File: src/rtl/dsp_rr_scheduler.sv
// Round-robin front end for one shared multiply/divide datapath.
// Two requesters compete for the datapath. A winner is accepted in IDLE,
// its operands are latched, the result is registered in EXEC and presented
// in RESP until the consumer takes it.
//
// Ports:
//   clk, rst                      clock, synchronous active-high reset
//   reqN_valid/ready/a/b/m        requester N operation (m=1 multiply, 0 divide)
//   rsp_valid/ready/id/out/dz     response handshake, owner, result, div-by-zero
//   busy                          block is not idle
//   op_count                      completed response handshakes (wrapping)
//
// state | meaning
// IDLE  | waiting for a valid requester; grant is combinational
// EXEC  | operands latched, result registered this cycle
// RESP  | result presented, waiting for rsp_ready
module dsp_rr_scheduler #(
   parameter int DATA_WIDTH = 4,
   parameter int CNT_WIDTH  = 8
) (
   input  logic                      clk,
   input  logic                      rst,
   input  logic                      req0_valid,
   output logic                      req0_ready,
   input  logic [DATA_WIDTH/2-1:0]   req0_a,
   input  logic [DATA_WIDTH/2-1:0]   req0_b,
   input  logic                      req0_m,
   input  logic                      req1_valid,
   output logic                      req1_ready,
   input  logic [DATA_WIDTH/2-1:0]   req1_a,
   input  logic [DATA_WIDTH/2-1:0]   req1_b,
   input  logic                      req1_m,
   output logic                      rsp_valid,
   input  logic                      rsp_ready,
   output logic                      rsp_id,
   output logic [DATA_WIDTH-1:0]     rsp_out,
   output logic                      rsp_dz,
   output logic                      busy,
   output logic [CNT_WIDTH-1:0]      op_count
);

   localparam int OW = DATA_WIDTH / 2;

   typedef enum logic [1:0] {IDLE, EXEC, RESP} state_t;

   state_t state, state_nx;

   logic           ptr;
   logic [OW-1:0]  op_a, op_b;
   logic           op_m, op_id;

   logic           gnt_any, gnt_id, accept;
   logic [DATA_WIDTH-1:0] dp_out;
   logic           dp_dz;

   // Grant: a lone valid requester wins; on contention the pointer decides.
   always_comb begin
      gnt_any = 1'b0;
      gnt_id  = ptr;
      if (req0_valid && req1_valid) begin
         gnt_any = 1'b1;
         gnt_id  = ptr;
      end else if (req0_valid) begin
         gnt_any = 1'b1;
         gnt_id  = 1'b0;
      end else if (req1_valid) begin
         gnt_any = 1'b1;
         gnt_id  = 1'b1;
      end
   end

   // Reset masks the readys so nothing is ever handshaken during reset.
   assign accept     = (state == IDLE) && gnt_any && !rst;
   assign req0_ready = accept && !gnt_id;
   assign req1_ready = accept && gnt_id;
   assign busy       = (state != IDLE);

   always_comb begin
      state_nx = state;
      case (state)
         IDLE:    if (accept) state_nx = EXEC;
         EXEC:    state_nx = RESP;
         RESP:    if (rsp_valid && rsp_ready) state_nx = IDLE;
         default: state_nx = IDLE;
      endcase
   end

   // Shared datapath, fed only from the operand registers. A divide by zero
   // saturates to all-ones and raises the flag; multiplies never flag.
   always_comb begin
      dp_out = '0;
      dp_dz  = 1'b0;
      if (op_m) begin
         dp_out = DATA_WIDTH'(op_a) * DATA_WIDTH'(op_b);
      end else if (op_b == '0) begin
         dp_out = '1;
         dp_dz  = 1'b1;
      end else begin
         dp_out = DATA_WIDTH'(op_a / op_b);
      end
   end

   always_ff @(posedge clk) begin
      if (rst) begin
         state     <= IDLE;
         ptr       <= 1'b0;
         op_a      <= '0;
         op_b      <= '0;
         op_m      <= 1'b0;
         op_id     <= 1'b0;
         rsp_valid <= 1'b0;
         rsp_out   <= '0;
         rsp_dz    <= 1'b0;
         rsp_id    <= 1'b0;
         op_count  <= '0;
      end else begin
         state <= state_nx;
         if (accept) begin
            ptr   <= ~gnt_id;
            op_a  <= gnt_id ? req1_a : req0_a;
            op_b  <= gnt_id ? req1_b : req0_b;
            op_m  <= gnt_id ? req1_m : req0_m;
            op_id <= gnt_id;
         end
         if (state == EXEC) begin
            rsp_out   <= dp_out;
            rsp_dz    <= dp_dz;
            rsp_id    <= op_id;
            rsp_valid <= 1'b1;
         end
         if (state == RESP && rsp_valid && rsp_ready) begin
            rsp_valid <= 1'b0;
            op_count  <= op_count + 1'b1;
         end
      end
   end

endmodule

File: config.mk
export PLATFORM = sky130hd
export DESIGN_NAME = dsp_rr_scheduler
export DESIGN_NICKNAME = d
export VERILOG_FILES = /design/src/rtl/dsp_rr_scheduler.sv
export SDC_FILE = /design/constraint.sdc
export NUM_CORES = 1
export LEC_CHECK = 0
export CAP_MARGIN = 10
export CELL_PAD_IN_SITES_DETAIL_PLACEMENT = 0
export CELL_PAD_IN_SITES_GLOBAL_PLACEMENT = 1
export CORE_UTILIZATION = 35
export CTS_CLUSTER_SIZE = 12
export DETAILED_ROUTE_END_ITERATION = 10
export PLACE_DENSITY_LB_ADDON = 0.2
export SYNTH_ARGS = -nofsm -noshare
export SYNTH_HDL_FRONTEND = slang
export SYNTH_SLANG_ARGS = --single-unit
File: constraint.sdc
create_clock -name clk -period 4 [get_ports clk]
set_input_delay 0.6 -clock clk [delete_from_list [all_inputs] [get_ports clk]]
set_output_delay 0.6 -clock clk [all_outputs]
set_load 0.03 [all_outputs]
==> out/results.tsv <==
metric	value	unit
floorplan.rows	22	
clock_latency_at_the_later_pin_of_the_worst_skew_pair	260	ps
place.gp.congestion	0.7991	
synth.lib_cells_used.distinct	39	
cell_type_group_with_the_largest_total_delay_on_the_critical_path	buffers and inverters	
fin_tns_setup	0	ps
cts.path.max_buffers	2	
power_density	378.4	nW/um2
timing.hold.ws	457.8	ps
top_level_ports	33	
tritoncts	done	
finalHoldViolations	0	
dpl.hpwl	2478	um
most_common_library_cell_in_the_layout_ignoring_fill_and_taps	sky130_fd_sc_hd__clkdlybuf4s50_1	
power.ir.vdd_worst	122.5	uV
synth.largest_area_cell	sky130_fd_sc_hd__dfxtp_1	
finalSetupViolCount	0	
worst_setup_hold_path_clk_slew	80	ps
max_stage_delay	750	ps
worst-path-buf-inv	3	
die_width	64.22	um
critical-path-top-cell-by-count	sky130_fd_sc_hd__clkdlybuf4s50_1	
criticalPathCategory	primary input to primary output	
first_global_vias	1233	
clock_sinks	24	
synth_enable_flop_cells	0	
synth-warning-count	0	
dr_total_vias	1276	
ctsHoldBuffers	0	
cellLeakagePower	0.6534	nW
port_buffers	32	
yosysSeqAreaShare	35.46	%
grt_remaining_overflow	0	
core_area	3689	um2
antenna_left	0	
postRouteWirelength	3210	um
initialDrtViolationCount	39	
ys_async_sr_fraction	0	%
viasPerCell	5.430	
antenna_cells_inserted	0	
design.final.nets	214	
holdCritPathClass	flop to flop	
commonest_cells_after_routing_fill_and_taps_aside	32 x sky130_fd_sc_hd__clkdlybuf4s50_1, 24 x sky130_fd_sc_hd__dfxtp_1, 21 x sky130_fd_sc_hd__a21oi_1	
worstPathRequired	3400	ps
final_period_minus_worst_setup_slack	3138	ps
crit_path_end_kind	primary output	
drc	0	
drt-wirelength-per-cell	13.66	um
synth-seq-cells	24	
die_y	64.22	um
grt_antenna_before_repair	0	
multi_input_comb_area	808.3	um2
post_cts.resized_instances	0	
worst_clock_skew	2.032	ps
cts_root_buffer	sky130_fd_sc_hd__clkbuf_8	
critical_path.startpoint_type	primary input	
crit_path_max_fanout	8	
final_cell_area	1785	um2
die_area	4124	um2
synth_area_leaders	sky130_fd_sc_hd__dfxtp_1 35%, sky130_fd_sc_hd__ha_1 10%, sky130_fd_sc_hd__a21oi_1 7.8%	
outcome	finished, final reports clean	
maxSlewViolCount	0	
layout-area-overhead-vs-synth	31.76	%
pin_count_of_the_biggest_net_entering_global_routing	16	
final_layout_size_suffix_gt1_share	6.417	%
crit_path_cell_trace	clkdlybuf4s50_1 > inv_1 > a2111oi_0 > clkdlybuf4s50_1	
critical_path.slowest_cell	sky130_fd_sc_hd__clkdlybuf4s50_1	
floorplan.initialDensity	36.74	%
number_of_inserted_filler_cells_in_the_final_layout	374	
post_synth_inst_count	157	
cts_htree_levels	1	
syn-mean-instance-area	8.631	um2
synth_top_area_share	35.46	%
postPlaceCellArea	1714	um2
rsz0062_at_grt	false	
synthFlopType	sky130_fd_sc_hd__dfxtp_1	
cap_viol_max_count	0	
cts_made_buffers	3	
maximum_achievable_frequency	318.7	MHz
regArea	480.5	um2
global_route_wire_length_before_repair	5630	um
timing.max_slew.rel_slack	59.43	%
worstMarginPinSlew	593.2	ps
syn-cell-area	1355	um2
cts.repair_timing.setup_buffer_count	0	
syn-num-nets	183	
detailedRoute.firstPassIterationCount	4	
final_min_period_over_clock_period	78.45	%
worst-endpoint-arrival	2540	ps
global_route.usage.total	17.03	%
[registers in the layout, summed over array words and instances, names as in the netlist]
register,flops
op_a,2
op_m,1
rsp_dz,1
op_count,8
rsp_valid,1
rsp_out,4
op_id,1
ptr,1
op_b,2
state,2
rsp_id,1
[routing by layer]
metal | track usage [%] | share of wire [%] | wire length [um]
met4 | 5.000 | 0.62 | 20
met5 | 0 | 0 | 0
met3 | 1.964 | 4.9 | 158
met1 | 22.63 | 48 | 1544
met2 | 28.72 | 46 | 1487
[tightest hold or removal path, cell delays in order, from the launching register on]
cell                      delay (ps)
sky130_fd_sc_hd__dfxtp_1         320
sky130_fd_sc_hd__nand2_1          50
sky130_fd_sc_hd__a21oi_1          50
[kinds of logic after synthesis]
logic type / share of synthesized area [%]
compound gates: 26.78
fa+ha+maj: 10.16
xor+xnor: 1.939
buf+inv: 4.894
other cells: 0.2767
simple gates: 19.76
mux: 0.7387
flops: 35.46
[final cells by class]
| cell class | instances | area share, % |
|---|---|---|
| Clock buffer | 3 | 2.313 |
| Clock inverter | 1 | 1.682 |
| Inverter | 10 | 2.102 |
| Multi-Input combinational cell | 116 | 45.27 |
| Sequential cell | 24 | 26.91 |
| Tap cell | 48 | 3.364 |
| Timing Repair Buffer | 33 | 18.36 |
[Yosys cell counts (all sizes together) (4+ instances only)]
cell and number:
o21ai 6, nand3 4, nor4 6, ha 11, a21oi 21, nand2 9, a2111oi 12, inv 10
dfxtp 24, clkbuf 5, nor2 9
[report_power, final]
part | internal [mW] | switching (mW) | total (mW)
sequential | 0.258 | 0.0238 | 0.282
clock | 0.134 | 0.0766 | 0.210
combinational | 0.0798 | 0.104 | 0.184
total | 0.472 | 0.204 | 0.676
[through the flow]
step	worst slack (ps)	instances	power, mW	util (%)
final	862.1	235	0.6757	48.41
after global routing	672.2	235	0.7184	48.41
after floorplan	986.4	157	0.4055	-
after detailed placement	890.1	231	0.4692	46.47
after CTS	853.5	235	0.6813	48.41
after global placement	916.3	231	0.4635	46.47
[final timing paths]
check,startpoint,to,slack [ps],cells past startpoint
setup / recovery,req0_valid,req0_ready,860,4
hold / removal,rsp_dz$_SDFFE_PP0N_,rsp_dz$_SDFFE_PP0N_,460,2
setup reg to reg,op_b[1]$_SDFFE_PP0P_,rsp_out[0]$_SDFFE_PP0N_,1940,8
hold reg to reg,rsp_dz$_SDFFE_PP0N_,rsp_dz$_SDFFE_PP0N_,460,2
No activity file was read; power rests on OpenSTA's default activity.
